==> config.mk <==
export PLATFORM = sky130hd
export DESIGN_NAME = cmos_capture_8to16
export DESIGN_NICKNAME = d
export VERILOG_FILES = /design/src/rtl/cmos_capture_8to16.sv
export SDC_FILE = /design/constraint.sdc
export NUM_CORES = 1
export LEC_CHECK = 0
export ABC_AREA = 1
export CAP_MARGIN = 20
export CORE_MARGIN = 2
export CORE_UTILIZATION = 55
export DETAILED_ROUTE_END_ITERATION = 10
export PLACE_DENSITY_LB_ADDON = 0.05
export SYNTH_ARGS = -nofsm -noshare
export SYNTH_HDL_FRONTEND = slang
export SYNTH_SLANG_ARGS = --single-unit
==> constraint.sdc <==
create_clock -name cmos_pclk -period 5.9 [get_ports cmos_pclk]
set_input_delay 1.18 -clock cmos_pclk [delete_from_list [all_inputs] [get_ports cmos_pclk]]
set_output_delay 1.18 -clock cmos_pclk [all_outputs]
set_load 0.02 [all_outputs]
==> src/rtl/cmos_capture_8to16.sv <==
//==============================================================================
// Module   : cmos_capture_8to16
// Brief    : DVP 8-bit camera capture on cmos_pclk. Packs byte pairs into
//            RGB565 words, skips start-up frames, flags malformed lines/frames.
//            Optional frame counter output enabled by macro CMOS_FRAME_CNT_EN.
// Revision : 1.0 - initial release
//==============================================================================
`default_nettype none

module cmos_capture_8to16 #(
    parameter int IMG_COL     = 512,
    parameter int IMG_ROW     = 8,
    parameter int SKIP_FRAMES = 10,
    parameter int HI_FIRST    = 1
) (
    input  logic        cmos_pclk,
    input  logic        cmos_rst,
    input  logic        cmos_vsync,
    input  logic        cmos_href,
    input  logic [7:0]  cmos_data,
    output logic [15:0] data_16b,
    output logic        data_16b_en,
    output logic        cmos_data_valid,
    output logic        line_err,
    output logic        frame_err
`ifdef CMOS_FRAME_CNT_EN
    ,
    output logic [15:0] frame_cnt
`endif
);

    localparam int c_LINE_BYTES = 2 * IMG_COL;
    localparam int c_BC_W       = $clog2(c_LINE_BYTES + 2);
    localparam int c_RC_W       = $clog2(IMG_ROW + 1);
    localparam int c_SK_W       = $clog2(SKIP_FRAMES + 2);

    localparam logic [c_BC_W-1:0] c_BC_LINE = c_BC_W'(c_LINE_BYTES);
    localparam logic [c_BC_W-1:0] c_BC_MAX  = c_BC_W'(c_LINE_BYTES + 1);
    localparam logic [c_RC_W-1:0] c_RC_LAST = c_RC_W'(IMG_ROW);
    localparam logic [c_SK_W-1:0] c_SKIP    = c_SK_W'(SKIP_FRAMES);

    typedef enum logic [1:0] {
        ST_SKIP    = 2'd0,
        ST_WAIT_VS = 2'd1,
        ST_FRAME   = 2'd2
    } state_t;

    state_t              r_state;
    logic                r_vs_d;
    logic                r_vs_dd;
    logic                r_hs_d;
    logic                r_hs_dd;
    logic [7:0]          r_dat_d;
    logic [c_SK_W-1:0]   r_skip_cnt;
    logic [c_RC_W-1:0]   r_row_cnt;
    logic [c_BC_W-1:0]   r_byte_cnt;
    logic                r_byte_phase;
    logic [7:0]          r_first_byte;

    logic                w_hs_act;
    logic                w_vs_rise;
    logic                w_vs_fall;
    logic                w_hs_fall;
    logic [c_RC_W-1:0]   w_row_next;
    logic                w_line_bad;
    logic                w_frame_done;
    logic [15:0]         w_word;

    // href is masked while vsync is high so overlapping pulses count as vsync
    assign w_hs_act     = r_hs_d & ~r_vs_d;
    assign w_vs_rise    = r_vs_d & ~r_vs_dd;
    assign w_vs_fall    = ~r_vs_d & r_vs_dd;
    assign w_hs_fall    = r_hs_dd & ~w_hs_act;
    assign w_row_next   = r_row_cnt + c_RC_W'(1);
    assign w_line_bad   = (r_byte_cnt != c_BC_LINE) || r_byte_phase;
    assign w_frame_done = w_hs_fall && (w_row_next == c_RC_LAST);

    generate
        if (HI_FIRST != 0) begin : g_hi_first
            assign w_word = {r_first_byte, r_dat_d};
        end else begin : g_lo_first
            assign w_word = {r_dat_d, r_first_byte};
        end
    endgenerate

    always_ff @(posedge cmos_pclk or posedge cmos_rst) begin
        if (cmos_rst) begin
            r_vs_d  <= 1'b0;
            r_vs_dd <= 1'b0;
            r_hs_d  <= 1'b0;
            r_hs_dd <= 1'b0;
            r_dat_d <= '0;
        end else begin
            r_vs_d  <= cmos_vsync;
            r_vs_dd <= r_vs_d;
            r_hs_d  <= cmos_href;
            r_hs_dd <= w_hs_act;
            r_dat_d <= cmos_data;
        end
    end

    always_ff @(posedge cmos_pclk or posedge cmos_rst) begin
        if (cmos_rst) begin
            r_state         <= ST_SKIP;
            r_skip_cnt      <= '0;
            r_row_cnt       <= '0;
            r_byte_cnt      <= '0;
            r_byte_phase    <= 1'b0;
            r_first_byte    <= '0;
            data_16b        <= '0;
            data_16b_en     <= 1'b0;
            cmos_data_valid <= 1'b0;
            line_err        <= 1'b0;
            frame_err       <= 1'b0;
        end else begin
            data_16b_en <= 1'b0;
            frame_err   <= 1'b0;
            case (r_state)
                ST_SKIP: begin
                    if (r_skip_cnt == c_SKIP) begin
                        r_state <= ST_WAIT_VS;
                    end else if (w_vs_fall) begin
                        r_skip_cnt <= r_skip_cnt + c_SK_W'(1);
                    end
                end
                ST_WAIT_VS: begin
                    if (w_vs_fall) begin
                        r_row_cnt       <= '0;
                        r_byte_cnt      <= '0;
                        r_byte_phase    <= 1'b0;
                        line_err        <= 1'b0;
                        cmos_data_valid <= 1'b1;
                        r_state         <= ST_FRAME;
                    end
                end
                ST_FRAME: begin
                    if (w_hs_fall) begin
                        // an odd trailing byte is simply discarded with the phase
                        if (w_line_bad) begin
                            line_err <= 1'b1;
                        end
                        r_row_cnt    <= w_row_next;
                        r_byte_cnt   <= '0;
                        r_byte_phase <= 1'b0;
                        if (w_row_next == c_RC_LAST) begin
                            cmos_data_valid <= 1'b0;
                            r_state         <= ST_WAIT_VS;
                        end
                    end else if (w_hs_act) begin
                        r_byte_phase <= ~r_byte_phase;
                        if (r_byte_cnt != c_BC_MAX) begin
                            r_byte_cnt <= r_byte_cnt + c_BC_W'(1);
                        end
                        if (!r_byte_phase) begin
                            r_first_byte <= r_dat_d;
                        end else begin
                            data_16b    <= w_word;
                            data_16b_en <= 1'b1;
                        end
                    end
                    if (w_vs_rise && !w_frame_done) begin
                        frame_err       <= 1'b1;
                        cmos_data_valid <= 1'b0;
                        r_state         <= ST_WAIT_VS;
                    end
                end
                default: r_state <= ST_SKIP;
            endcase
        end
    end

`ifdef CMOS_FRAME_CNT_EN
    // counts on the same edge that closes a clean, complete window
    always_ff @(posedge cmos_pclk or posedge cmos_rst) begin
        if (cmos_rst) begin
            frame_cnt <= '0;
        end else if ((r_state == ST_FRAME) && w_frame_done && !line_err && !w_line_bad) begin
            frame_cnt <= frame_cnt + 16'd1;
        end
    end
`endif

endmodule

`default_nettype wire

==> reports/metrics.cfg <==
[outcome]
status = complete, no violations

[synth]
synth_common_cells = nand2_1 (98), dfrtp_1 (62), inv_1 (35)
synthFlopType = dfrtp_1
synthArstFlopShare_pct = 100
synth_most_common_cell = nand2_1
ys_warn_count = 0
synth_area_leader_cell = dfrtp_1
ys_ff_latch = 62
syn_area_um2 = 2900
ys_types = 26
ys_seq_area_share_pct = 53.6
synth_fp_nets = 353
synth.top_cells.by_area = dfrtp_1 (54%), nand2_1 (13%), ha_1 (5.2%)
synth_cells = 329
syn_avg_cell_area_um2 = 8.80
synth_top_area_share_pct = 53.6
synth_edf_count = 0

[clock_tree]
cts-root-buf = clkbuf_8
cts.reportedPaths.clkPinSlew_ns = 0.07
cts_resized = 0
cts_buffers = 9
cts.sinks = 62
cts_hold_buffers = 0
clk_latency_ns = 0.33
h-tree-depth = 3
clk_path_buf_depth = 2
post_cts_buffers = 0
cts_tree = yes

[timing]
rsz0062_at_grt = false
post-route-period-util_pct = 42.1
fin_crit_ns = 2.48
hold_viol = 0
drv_slew = 0
maxSlewHeadroom_pct = 49.2
setup_violations = 0
hold_slack_ns = 0.431
worst_pin_slew_ns = 0.762
skew_ns = 0.00731
clock.fmax_mhz = 403
setup_tns_ns = 0

[setup_path]
startpoint_type = register
crit_family = buffers and inverters
r2r_cells = 9
crit_type = register to output port
cp_num_buf_inv = 1
arrival_ns = 1.30
r2r-end = r_byte_cnt[8]
crit_path_end_kind = output port
path_cells = clkdlybuf4s50_1
slowest_delay_ns = 0.61
r2r_setup_slack_ns = 3.50
crit_fanout = 2
required_ns = 4.72
cp_slowest_cell = clkdlybuf4s50_1
r2r_start = r_state[0]

[floorplanning]
coreArea_um2 = 5110
die_h_um = 76.6
fp-row-count = 26
start_util_pct = 56.7
io_pins = 32
die_x_um = 76.6
die_area_um2 = 5860

[global_route]
grt_first_pass_wirelength_mm = 9.53
grtUsageTotal_pct = 20.7
antenna_found_initial = 0
grt_pass1_vias = 2108
grt_max_degree = 63
grt_overflow_total = 0

[detailed_routing]
routed_wirelength_mm = 5.31
vias = 2197
first_pass_iters = 4
via_per_inst = 5.00
antenna_left = 0
drc = 0
drtIter0Drc = 156
routedWlPerCell_um = 12.1

[worst_hold_path]
whs_path_depth = 0
holdPathEnd = r_vs_dd
hold_class = register to register
min_from = r_vs_d

[power]
power_uw = 1420
power.leakage_uw = 0.00172
power_density_nw_per_um2 = 410
vdd_drop_max_uv = 280

[flow_run]
max_cap_violations = 0

[finish]
nNetsFinal = 390
final_util_pct = 67.8
drive_above_1_share_pct = 9.49
final_cell_area_um2 = 3460
antenna_cells = 0
syn2layout_area_growth_pct = 19.6

[placed_design]
io_buffer_count = 31
hpwl_mm = 3.50
finalWeightedCongestion = 0.901
placed_cell_area_um2 = 3250

sequential cells by signal, indices dropped and copies added (netlist names), 2 cells and up:
| name | cells |
|---|---|
| data_16b | 16 |
| r_state | 2 |
| r_first_byte | 8 |
| r_dat_d | 8 |
| r_skip_cnt | 4 |
| r_row_cnt | 4 |
| r_byte_cnt | 11 |
layout by cell type, fill, tap and decap left out, types with 2 or more instances in the layout:
cell             count
nand2_1             98
nand2_2              2
nand3_1             23
nand4_1             10
nor2_1              23
nor3_1               3
o21ai_2              8
clkbuf_8            10
ha_1                12
o21ai_1              3
dfrtp_1             62
inv_2                3
nor2_2               4
inv_4                2
o21ai_0             24
clkdlybuf4s50_1     31
bufinv_16            2
xor2_1               5
inv_1               34
power breakdown:
group          internal (µW)  total (µW)  switching [µW]
logic                    167         433             266
registers                520         586            66.4
clock network            244         401             157
total                    931        1420             490
area by class of cell:
type / count / area (µm²)
inverter: 39 / 151
clock buffer: 10 / 138
multi-input combinational: 222 / 1140
sequential: 62 / 1550
timing repair buffer: 32 / 318
clock inverter: 4 / 72.6
tap: 70 / 87.6
fill: 435 / 1650
worst max-delay path by stage:
stage | depth (start not counted) | to | from | slack (ns)
final | 1 | data_16b[12] | data_16b[12] | 3.42
after detailed placement | 9 | r_byte_cnt[7] | r_state[0] | 3.56
after floorplan | 1 | cmos_data_valid | cmos_rst | 3.18
after global placement | 3 | r_byte_cnt[3] | cmos_rst | 3.60
after global routing | 9 | r_byte_cnt[7] | r_state[0] | 3.19
after CTS | 1 | data_16b[13] | data_16b[13] | 3.40
metrics by stage:
step | setup WS (ns) | cells
2_1_floorplan | 3.18 | 329
3_5_place_dp | 3.56 | 425
5_1_grt | 3.19 | 439
4_1_cts | 3.40 | 439
3_3_place_gp | 3.60 | 425
6_report | 3.42 | 439
logic make-up after synthesis:
family | after synthesis | synth area share, %
xor gates and xnor gates | 5 | 1.51
adders and majority gates | 12 | 5.19
and+or+nand+nor | 167 | 24.9
AOI/OAI and AO/OA | 38 | 7.87
DFF | 62 | 53.6
buffers and inverters | 45 | 6.91
metal layers:
layer	GRT usage [%]	routed length, µm	part of all wire [%]
met1	27.7	2540	48
met3	3.55	161	3.0
met2	32.6	2500	47
met5	0	0	0
met4	10.7	102	1.9
Power figures use the tool's default switching activity.
